--- config.mk ---
export PLATFORM = sky130hd
export DESIGN_NAME = rep_sequencer
export DESIGN_NICKNAME = d
export VERILOG_FILES = /design/src/rtl/rep_sequencer_pkg.sv /design/src/rtl/rep_sequencer_addr_step.sv /design/src/rtl/rep_sequencer.sv
export SDC_FILE = /design/constraint.sdc
export NUM_CORES = 1
export LEC_CHECK = 0
export CORE_ASPECT_RATIO = 0.7
export CORE_MARGIN = 2
export CORE_UTILIZATION = 58
export CTS_BUF_LIST = sky130_fd_sc_hd__clkbuf_16
export DETAILED_ROUTE_END_ITERATION = 10
export PLACE_DENSITY = 0.88
export SETUP_SLACK_MARGIN = 0.02
export SYNTH_ARGS = -nofsm -noshare
export SYNTH_HDL_FRONTEND = slang
export SYNTH_HIERARCHICAL = 1
export SYNTH_SLANG_ARGS = --single-unit
--- constraint.sdc ---
create_clock -name clk -period 8.9 [get_ports clk]
set_clock_uncertainty 0.15 [all_clocks]
set_input_delay 2.67 -clock clk [delete_from_list [all_inputs] [get_ports clk]]
set_output_delay 2.67 -clock clk [all_outputs]
set_load 0.005 [all_outputs]
--- src/rtl/rep_sequencer_pkg.sv ---
// Shared types and helpers for the REP string-instruction sequencer.
package rep_sequencer_pkg;

    typedef enum logic {
        ST_IDLE = 1'b0,
        ST_ITER = 1'b1
    } rep_state_e;

    localparam logic [1:0] OPSZ_1B = 2'b00;
    localparam logic [1:0] OPSZ_2B = 2'b01;
    localparam logic [1:0] OPSZ_4B = 2'b10;
    localparam logic [1:0] OPSZ_8B = 2'b11;

    // Byte stride of one string element for a given operand-size code.
    function automatic logic [3:0] opsize_step(input logic [1:0] opsize);
        case (opsize)
            OPSZ_1B: return 4'd1;
            OPSZ_2B: return 4'd2;
            OPSZ_4B: return 4'd4;
            OPSZ_8B: return 4'd8;
            default: return 4'd8;
        endcase
    endfunction

endpackage

--- src/rtl/rep_sequencer_addr_step.sv ---
// Address stepper: addr +/- element size, wrapping modulo 2^ADDR_WIDTH.
module rep_addr_step
    import rep_sequencer_pkg::*;
#(
    parameter int ADDR_WIDTH = 32
) (
    input  logic [ADDR_WIDTH-1:0] addr_in,
    input  logic [1:0]            opsize_in,
    input  logic                  df_in,
    output logic [ADDR_WIDTH-1:0] addr_out
);

    logic [ADDR_WIDTH-1:0] step;
    logic [ADDR_WIDTH-1:0] delta;

    // Decrementing is done by adding the two's-complement of the stride.
    always_comb begin
        step     = ADDR_WIDTH'(opsize_step(opsize_in));
        delta    = df_in ? (~step + ADDR_WIDTH'(1)) : step;
        addr_out = addr_in + delta;
    end

endmodule

--- src/rtl/rep_sequencer.sv ---
// Expands REP-prefixed string instructions into one memory micro-op per
// iteration; non-REP instructions pass through with one cycle of latency.
module rep_sequencer
    import rep_sequencer_pkg::*;
#(
    parameter int ADDR_WIDTH = 32,
    parameter int CNT_WIDTH  = 32
) (
    input  logic                  clk,
    input  logic                  clr,
    input  logic                  flush,
    input  logic                  valid_in,
    input  logic                  rep_in,
    input  logic                  df_in,
    input  logic [1:0]            opsize_in,
    input  logic [ADDR_WIDTH-1:0] mem_addr1_in,
    input  logic [ADDR_WIDTH-1:0] mem_addr2_in,
    input  logic [1:0]            mem1_rw_in,
    input  logic [1:0]            mem2_rw_in,
    input  logic [CNT_WIDTH-1:0]  rep_num_in,
    input  logic [6:0]            inst_ptcid_in,
    input  logic                  stall_in,
    output logic                  stall_out,
    output logic                  valid_out,
    output logic [1:0]            opsize_out,
    output logic [ADDR_WIDTH-1:0] mem_addr1_out,
    output logic [ADDR_WIDTH-1:0] mem_addr2_out,
    output logic [1:0]            mem1_rw_out,
    output logic [1:0]            mem2_rw_out,
    output logic [CNT_WIDTH-1:0]  rem_count_out,
    output logic                  last_out,
    output logic                  zero_iter_out,
    output logic [6:0]            inst_ptcid_out
);

    // Iteration context saved on entry to ITER
    rep_state_e            state_q, state_d;
    logic [ADDR_WIDTH-1:0] addr1_q, addr1_d;
    logic [ADDR_WIDTH-1:0] addr2_q, addr2_d;
    logic [CNT_WIDTH-1:0]  cnt_q, cnt_d;
    logic [1:0]            opsize_q, opsize_d;
    logic                  df_q, df_d;
    logic [1:0]            rw1_q, rw1_d;
    logic [1:0]            rw2_q, rw2_d;
    logic [6:0]            tag_q, tag_d;

    // Output register bank
    logic                  valid_out_q, valid_out_d;
    logic [1:0]            opsize_out_q, opsize_out_d;
    logic [ADDR_WIDTH-1:0] addr1_out_q, addr1_out_d;
    logic [ADDR_WIDTH-1:0] addr2_out_q, addr2_out_d;
    logic [1:0]            rw1_out_q, rw1_out_d;
    logic [1:0]            rw2_out_q, rw2_out_d;
    logic [CNT_WIDTH-1:0]  rem_out_q, rem_out_d;
    logic                  last_out_q, last_out_d;
    logic                  zero_out_q, zero_out_d;
    logic [6:0]            tag_out_q, tag_out_d;

    logic                  kill;
    logic                  acc;
    logic                  out_le;
    logic [ADDR_WIDTH-1:0] addr1_nxt;
    logic [ADDR_WIDTH-1:0] addr2_nxt;

    rep_addr_step #(.ADDR_WIDTH(ADDR_WIDTH)) u_step1 (
        .addr_in   (addr1_q),
        .opsize_in (opsize_q),
        .df_in     (df_q),
        .addr_out  (addr1_nxt)
    );

    rep_addr_step #(.ADDR_WIDTH(ADDR_WIDTH)) u_step2 (
        .addr_in   (addr2_q),
        .opsize_in (opsize_q),
        .df_in     (df_q),
        .addr_out  (addr2_nxt)
    );

    assign kill   = clr | flush;
    assign acc    = valid_in & ~stall_in & (state_q == ST_IDLE);
    assign out_le = ~stall_in | kill;

    // Hold upstream while expanding, or when a multi-iteration REP is about to start.
    assign stall_out = ~kill & (stall_in | (state_q == ST_ITER) |
                                ((state_q == ST_IDLE) & valid_in & rep_in &
                                 (rep_num_in > CNT_WIDTH'(1))));

    // Next-state and next-output computation; everything holds by default.
    always_comb begin
        state_d      = state_q;
        addr1_d      = addr1_q;
        addr2_d      = addr2_q;
        cnt_d        = cnt_q;
        opsize_d     = opsize_q;
        df_d         = df_q;
        rw1_d        = rw1_q;
        rw2_d        = rw2_q;
        tag_d        = tag_q;
        valid_out_d  = valid_out_q;
        opsize_out_d = opsize_out_q;
        addr1_out_d  = addr1_out_q;
        addr2_out_d  = addr2_out_q;
        rw1_out_d    = rw1_out_q;
        rw2_out_d    = rw2_out_q;
        rem_out_d    = rem_out_q;
        last_out_d   = last_out_q;
        zero_out_d   = zero_out_q;
        tag_out_d    = tag_out_q;

        if (kill) begin
            state_d      = ST_IDLE;
            addr1_d      = '0;
            addr2_d      = '0;
            cnt_d        = '0;
            opsize_d     = '0;
            df_d         = 1'b0;
            rw1_d        = '0;
            rw2_d        = '0;
            tag_d        = '0;
            valid_out_d  = 1'b0;
            opsize_out_d = '0;
            addr1_out_d  = '0;
            addr2_out_d  = '0;
            rw1_out_d    = '0;
            rw2_out_d    = '0;
            rem_out_d    = '0;
            last_out_d   = 1'b0;
            zero_out_d   = 1'b0;
            tag_out_d    = '0;
        end else if (out_le) begin
            if (state_q == ST_IDLE) begin
                if (acc) begin
                    valid_out_d  = 1'b1;
                    opsize_out_d = opsize_in;
                    addr1_out_d  = mem_addr1_in;
                    addr2_out_d  = mem_addr2_in;
                    rw1_out_d    = mem1_rw_in;
                    rw2_out_d    = mem2_rw_in;
                    tag_out_d    = inst_ptcid_in;
                    rem_out_d    = '0;
                    last_out_d   = 1'b1;
                    zero_out_d   = 1'b0;
                    if (rep_in) begin
                        if (rep_num_in == '0) begin
                            zero_out_d = 1'b1;
                            rw1_out_d  = 2'b00;
                            rw2_out_d  = 2'b00;
                        end else begin
                            rem_out_d  = rep_num_in - CNT_WIDTH'(1);
                            last_out_d = (rep_num_in == CNT_WIDTH'(1));
                            if (rep_num_in != CNT_WIDTH'(1)) begin
                                state_d  = ST_ITER;
                                addr1_d  = mem_addr1_in;
                                addr2_d  = mem_addr2_in;
                                cnt_d    = rep_num_in - CNT_WIDTH'(1);
                                opsize_d = opsize_in;
                                df_d     = df_in;
                                rw1_d    = mem1_rw_in;
                                rw2_d    = mem2_rw_in;
                                tag_d    = inst_ptcid_in;
                            end
                        end
                    end
                end else begin
                    valid_out_d = 1'b0;
                    last_out_d  = 1'b0;
                    zero_out_d  = 1'b0;
                end
            end else begin
                addr1_d      = addr1_nxt;
                addr2_d      = addr2_nxt;
                cnt_d        = cnt_q - CNT_WIDTH'(1);
                valid_out_d  = 1'b1;
                opsize_out_d = opsize_q;
                addr1_out_d  = addr1_nxt;
                addr2_out_d  = addr2_nxt;
                rw1_out_d    = rw1_q;
                rw2_out_d    = rw2_q;
                tag_out_d    = tag_q;
                rem_out_d    = cnt_q - CNT_WIDTH'(1);
                last_out_d   = (cnt_q == CNT_WIDTH'(1));
                zero_out_d   = 1'b0;
                if (cnt_q == CNT_WIDTH'(1)) begin
                    state_d = ST_IDLE;
                end
            end
        end
    end

    // State, context and output registers with synchronous reset.
    always_ff @(posedge clk) begin
        if (clr) begin
            state_q      <= ST_IDLE;
            addr1_q      <= '0;
            addr2_q      <= '0;
            cnt_q        <= '0;
            opsize_q     <= '0;
            df_q         <= 1'b0;
            rw1_q        <= '0;
            rw2_q        <= '0;
            tag_q        <= '0;
            valid_out_q  <= 1'b0;
            opsize_out_q <= '0;
            addr1_out_q  <= '0;
            addr2_out_q  <= '0;
            rw1_out_q    <= '0;
            rw2_out_q    <= '0;
            rem_out_q    <= '0;
            last_out_q   <= 1'b0;
            zero_out_q   <= 1'b0;
            tag_out_q    <= '0;
        end else begin
            state_q      <= state_d;
            addr1_q      <= addr1_d;
            addr2_q      <= addr2_d;
            cnt_q        <= cnt_d;
            opsize_q     <= opsize_d;
            df_q         <= df_d;
            rw1_q        <= rw1_d;
            rw2_q        <= rw2_d;
            tag_q        <= tag_d;
            valid_out_q  <= valid_out_d;
            opsize_out_q <= opsize_out_d;
            addr1_out_q  <= addr1_out_d;
            addr2_out_q  <= addr2_out_d;
            rw1_out_q    <= rw1_out_d;
            rw2_out_q    <= rw2_out_d;
            rem_out_q    <= rem_out_d;
            last_out_q   <= last_out_d;
            zero_out_q   <= zero_out_d;
            tag_out_q    <= tag_out_d;
        end
    end

    assign valid_out      = valid_out_q;
    assign opsize_out     = opsize_out_q;
    assign mem_addr1_out  = addr1_out_q;
    assign mem_addr2_out  = addr2_out_q;
    assign mem1_rw_out    = rw1_out_q;
    assign mem2_rw_out    = rw2_out_q;
    assign rem_count_out  = rem_out_q;
    assign last_out       = last_out_q;
    assign zero_iter_out  = zero_out_q;
    assign inst_ptcid_out = tag_out_q;

endmodule

==> results.yml, run 1 <==
place:
  portBuffers: 228
  gpl_congestion: 0.959
  detailed_place_hpwl_um: 27400
  dp_cells: 2039
  dp_worst_setup_slack_ps: 570
synth:
  most_common_flop_cell_mapped_by_yosys: "dfxtp_1"
  postSynthRegisterBits: 223
  synth_fp_nets: 1771
  synth_async_sr_flop_share: 0
  netlist_area_um2: 13400
  yosysUniqueCellTypes: 77
  synthesis.instances: 1583
  part_of_the_yosys_area_used_for_sequential_elements: 0.333
  edff_count_synth: 0
  synthesis.area_per_instance_um2: 8.48
  count_of_synthesis_stage_warnings_from_yosys: 6
global_route:
  pin_count_of_the_biggest_net_entering_global_routing: 110
  grt_overall_usage: 0.306
  grt_first_pass_wirelength_um: 61800
  grt_pass1_vias: 12388
  antenna_violations_before_repair: 5
  globalRouteOverflowTotal: 0
setup_path:
  crit_slowest_cell: "o41ai_4"
  setup.reg_to_reg.worst_slack_ps: 4580
  timing.critical_path.arrival_ps: 5540
  crit_path_max_fanout: 12
  critPathMaxStageDelay_ps: 600
  critical_setup_path_class: "in -> out"
  endpoint_kind: "output port"
  cpMostUsedCell: "clkdlybuf4s50_1"
  crit_chain: "clkdlybuf4s50_1 -> or3_1 -> or2_1 -> o41ai_4 -> inv_1 -> nand2_1 -> a31oi_1 -> clkdlybuf4s50_1"
  worst_setup_path_start_kind: "primary input"
  cp_data_required_time_ps: 6080
clocking:
  clock_sinks: 223
  cts-htree-levels: 1
  post_cts_buffers: 0
  postCtsResizedCells: 0
  cts.root.buffer_cell: "clkbuf_16"
  post_cts_hold_buffer_count: 0
  cts_tree: "built"
  cts_buffers: 23
  ctsLongestPathBuffers: 3
  clk_pin_slew_worst_paths_ps: 60
  insertion_delay_ps: 520
layout:
  finalNetCount: 1940
  stdcell_count: 2083
  area_growth_syn_to_layout_pct: 23.5
  layout.cells.most_common: "clkdlybuf4s50_1"
  utilization: 0.731
  layout_common_cells: "clkdlybuf4s50_1, dfxtp_1, nor2_1"
  drive_gt1_frac: 0.0531
pwr:
  ir_drop_v: 0.000139
  cellPowerDensity_nw_per_um2: 147
  power_leakage_uw: 0.00643
  design_power_total_uw: 2440
timing:
  period_share: 0.940
  max_freq_mhz: 120
  rsz0062_at_grt: "no"
  maxSlewHeadroom: 0.220
  hold_viol: 0
  worst_slew_pin_slew_ps: 1170
  final.setup.worst_slack_ps: 536
  final.setup.tns_ps: 0
  period_minus_slack_ps: 8360
  maxSlewViolCount: 0
  setup_violations: 0
floorplan:
  floorplan.die.width_um: 186
  die_y_um: 131
  die-area_um2: 24400
  core_area_um2: 22700
  floorplan.initialDensity: 0.592
  floorplan.rows: 46
  io_pins: 229
outcome:
  run_status: "complete, no violations"
drt:
  drt_drc_violations_left: 0
  drt_first_iter_violations: 1156
  antenna_left: 0
  total_wire_length_um: 38500
  dr_total_vias: 12860
  avgRoutedWirePerCell_um: 18.5
  avgViaCountPerCell: 6.17
  detail_route.first_pass.iterations: 5
flow_run:
  count_of_maximum_capacitance_violations: 0
worst_hold_path:
  min_path_type: "reg -> reg"
## stage by stage
step                area, um2  hold slack (ps)
floorplan               13400              298
global placement        15800              288
detailed placement      15800              295
CTS                     16600              303
global route            16600              330
finish                  16600              301
## registers in the layout (all words and copies together), names as in the netlist, 7 cells and up
| signal | count |
|---|---|
| mem_addr1_out | 32 |
| cnt_q | 32 |
| addr1_q | 32 |
| addr2_q | 32 |
| mem_addr2_out | 32 |
| rem_count_out | 32 |
| inst_ptcid_out | 7 |
| tag_q | 7 |
## worst max-delay path: cells and delay by family
family	cells	cell delay (ps)
buffers and inverters	3	1050
AOI/OAI and AO/OA	2	690
and+or+nand+nor	3	1140
## worst paths after layout
check | cells after the start | to | from
worst max-delay path | 8 | stall_out | rep_num_in[14]
worst min-delay path | 2 | rem_count_out[12]$_SDFFE_PP0P_ | rem_count_out[12]$_SDFFE_PP0P_
worst min register to register | 2 | rem_count_out[12]$_SDFFE_PP0P_ | rem_count_out[12]$_SDFFE_PP0P_
worst max register to register | 14 | addr2_q[31]$_SDFFE_PP0P_ | df_q$_SDFFE_PP0P_
## kinds of logic after synthesis
logic type	Yosys count	share of synthesized area
compound gates	457	0.241
mux	101	0.0757
xor+xnor	103	0.0672
fa+ha+maj	72	0.0682
buf+inv	115	0.0342
flops	223	0.333
simple gates	512	0.181
## cells in the mapped netlist (39+ instances only)
| cell type | n | area (um2) |
|---|---|---|
| dfxtp_1 | 223 | 4460 |
| xor2_1 | 50 | 438 |
| nand2_1 | 101 | 379 |
| xnor2_1 | 53 | 464 |
| a21o_1 | 39 | 293 |
| nor2_1 | 217 | 815 |
| a21oi_1 | 99 | 495 |
| o21ai_0 | 43 | 215 |
| a211oi_1 | 136 | 1020 |
| clkbuf_1 | 72 | 270 |
| ha_1 | 70 | 876 |
| mux2i_1 | 97 | 971 |
## area by class of cell
type                    count  area [um2]
fillers                  1740        6100
clock inverters            19         168
diodes                      2        5.00
repair buffers            240        2370
flip-flops and latches    223        4470
well taps                 312         390
clock buffers              23         576
inverters                  19        71.3
multi-input cells        1245        8530
## per-layer routing
metal  global-route usage  part of all wire
met1                0.423              0.44
met2                0.489              0.46
met3               0.0491             0.072
met4               0.0906             0.026
met5                    0           0.00034
## power by group
| part | internal (uW) | switching, uW | total, uW |
|---|---|---|---|
| Clock | 559 | 410 | 969 |
| Combinational | 183 | 230 | 413 |
| Sequential | 1030 | 25.2 | 1060 |
Note: power is estimated with default switching activity, not from simulation.
==> run 2, diff against run 1 <==
ABC_AREA = 1   (was unset)
CORE_UTILIZATION = 56   (was 58)
PLACE_DENSITY = 0.84   (was 0.88)
clock period = 8.2 ns   (was 8.9 ns; I/O delays follow)
==> run 2 against run 1 <==
Core utilization shrank 4.8 points. Die area rose by 20%. Design area increased by 14%. Largest cell class unchanged. Sequential cell count stayed put. Combinational power increased by 11%.
==> results.yml, run 2 <==
setup_path:
  crit_chain: "clkdlybuf4s50_1 -> inv_1 -> ha_1 -> nand2_2 -> nor2_4 -> nand2_2 -> nor2_4 -> nor2_4 -> nand2_1 -> inv_1 -> nand2_1 -> a31oi_1 -> clkdlybuf4s50_1"
  critical_setup_path_class: "in -> out"
  crit_slowest_cell: "clkdlybuf4s50_1"
  timing.critical_path.arrival_ps: 4800
  worst_r2r_startpoint: "state_q$_SDFFE_PP0N_"
  cpLargestDelayFamily: "buffers and inverters"
  endpoint_kind: "output port"
  critPathMaxStageDelay_ps: 540
  reg2reg_depth: 6
  crit_path_max_fanout: 7
  cp_data_required_time_ps: 5590
  cpMostUsedCell: "nor2_4"
  worst_setup_path_start_kind: "primary input"
  setup.reg_to_reg.worst_slack_ps: 4250
  reg_to_reg_critical_path_endpoint: "cnt_q[21]$_SDFFE_PP0P_"
  path_buf_inv: 4
clocking:
  post_cts_hold_buffer_count: 0
  insertion_delay_ps: 550
  clk_pin_slew_worst_paths_ps: 60
  postCtsResizedCells: 0
  clock_sinks: 223
  cts_tree: "built"
  cts-htree-levels: 1
  ctsLongestPathBuffers: 3
  cts_buffers: 24
  post_cts_buffers: 0
  cts.root.buffer_cell: "clkbuf_16"
floorplan:
  floorplan.die.width_um: 203
  die_y_um: 144
  floorplan.rows: 51
  die-area_um2: 29200
  io_pins: 229
  floorplan.initialDensity: 0.566
  core_area_um2: 27600
timing:
  maxSlewHeadroom: 0.216
  hold_viol: 0
  max_freq_mhz: 135
  period_minus_slack_ps: 7410
  rsz0062_at_grt: "no"
  period_share: 0.903
  worst_slew_pin_slew_ps: 1180
  setup_violations: 0
  final.setup.tns_ps: 0
  maxSlewViolCount: 0
global_route:
  antenna_violations_before_repair: 2
  grt_overall_usage: 0.343
  grt_first_pass_wirelength_um: 81000
  globalRouteOverflowTotal: 0
  pin_count_of_the_biggest_net_entering_global_routing: 110
  grt_pass1_vias: 15641
drt:
  avgRoutedWirePerCell_um: 15.8
  antenna_left: 0
  drt_drc_violations_left: 0
  avgViaCountPerCell: 5.47
  dr_total_vias: 17667
  total_wire_length_um: 51200
  detail_route.first_pass.iterations: 6
  drt_first_iter_violations: 1837
outcome:
  run_status: "complete, no violations"
pwr:
  switching_share: 0.288
  power.sequential.fraction: 0.426
  cellPowerDensity_nw_per_um2: 143
  clock_power_share: 0.403
  comb_power_share: 0.171
  power_switching_uw: 773
  power_leakage_uw: 0.00966
  internal-power_uw: 1910
  ir_drop_v: 0.000139
synth:
  count_of_synthesis_stage_warnings_from_yosys: 6
  synth_async_sr_flop_share: 0
  synth_top_family_by_area: "simple AND/OR/NAND/NOR gates"
  most_common_flop_cell_mapped_by_yosys: "dfxtp_1"
  synth.largest_area_cell: "dfxtp_1"
  synth_mux_area_frac: 0.000642
  synthMostInstantiatedCell: "nand2_1"
  synthTopCellsByCount: "nand2_1, nor2_1, inv_1"
  synth_fp_nets: 2853
  synthesis.area_per_instance_um2: 5.85
  part_of_the_yosys_area_used_for_sequential_elements: 0.286
  synthDominantCellAreaShare: 0.286
  post_synth_fa_ha_maj_area_fraction: 0.0587
  post_synthesis_compound_gate_area_fraction: 0.135
  yosysUniqueCellTypes: 39
  edff_count_synth: 0
  netlist_area_um2: 15600
  synth_simple_gate_area_share: 0.394
  netlist_top_cells_area: "dfxtp_1, nand2_1, nor2_1"
  postSynthRegisterBits: 223
  synthesis.instances: 2665
  synth_xor_area_frac: 0.0242
layout:
  area_growth_syn_to_layout_pct: 20.8
  stdcell_count: 3229
  finalNetCount: 3028
  layout.cells.most_common: "nand2_1"
  layout_common_cells: "nand2_1, nor2_1, inv_1"
  drive_gt1_frac: 0.0336
place:
  detailed_place_hpwl_um: 38200
  portBuffers: 228
  dp_cells: 3185
  gpl_congestion: 1.04
worst_hold_path:
  min_path_type: "reg -> reg"
  hold_path_depth: 2
  hold_end: "rem_count_out[4]$_SDFFE_PP0P_"
  min-delay-start: "rem_count_out[4]$_SDFFE_PP0P_"
flow_run:
  count_of_maximum_capacitance_violations: 0
-- run 2: routing by layer --
metal,vias to the layer above,share of wire,track usage
met3,98,0.12,0.0995
met1,7973,0.47,0.501
met2,817,0.39,0.497
met4,2,0.021,0.0738
met5,-,0.00025,0
li1,8777,-,-
-- run 2: cell families (layout without fill, tap and decap cells) --
kind of cell / count (synthesis) / in the layout
simple gates: 1528 / 1528
buf+inv: 404 / 595
compound gates: 394 / 394
flops: 223 / 223
fa+ha+maj: 72 / 72
xor+xnor: 43 / 43
mux: 1 / 1
other cells: 0 / 2
-- run 2: worst max-delay path by stage --
| stage | cells past startpoint | end | from | slack [ps] |
|---|---|---|---|---|
| 6_report | 13 | stall_out | rep_num_in[0] | 790 |
| 5_1_grt | 13 | stall_out | rep_num_in[0] | 650 |
| 4_1_cts | 13 | stall_out | rep_num_in[0] | 820 |
| 3_5_place_dp | 13 | stall_out | rep_num_in[0] | 840 |
| 3_3_place_gp | 13 | stall_out | rep_num_in[0] | 920 |
| 2_1_floorplan | 11 | stall_out | rep_num_in[0] | 2060 |
-- run 2: cell type report --
cell class / instances / area [um2]
Fill cell: 2499 / 8730
Multi-Input combinational cell: 2038 / 9550
Tap cell: 371 / 464
Sequential cell: 223 / 4470
Clock inverter: 17 / 135
Inverter: 311 / 1170
Timing Repair Buffer: 242 / 2410
Clock buffer: 25 / 626
Antenna cell: 2 / 5.00
-- run 2: tightest hold or removal path, stage by stage (launching register included) --
cell	delay [ps]
dfxtp_1	310
nand2_1	60
a21oi_1	50
-- run 2: power groups by stage --
stage / combinational [uW] / clock [uW] / sequential, uW
2_1_floorplan: 260 / 0 / 1160
3_3_place_gp: 438 / 0 / 1170
3_5_place_dp: 443 / 0 / 1170
4_1_cts: 447 / 1090 / 1140
5_1_grt: 502 / 1150 / 1150
6_report: 458 / 1080 / 1140
-- run 2: per-stage QoR --
stage / area (um2) / setup WS [ps] / hold slack [ps] / total power, uW / util
after floorplan: 15600 / 2060 / 297 / 1420 / -
after global placement: 18100 / 915 / 292 / 1600 / 0.655
after detailed placement: 18100 / 843 / 303 / 1610 / 0.655
after CTS: 18800 / 823 / 315 / 2680 / 0.683
after global routing: 18800 / 653 / 328 / 2800 / 0.683
final: 18800 / 793 / 313 / 2690 / 0.683
==> run 3, diff against run 2 <==
CAP_MARGIN = 20   (was unset)
SLEW_MARGIN = 20   (was unset)
==> results of run 3 <==
No change in the layout: final DEF, timing and power equal those of run 2.
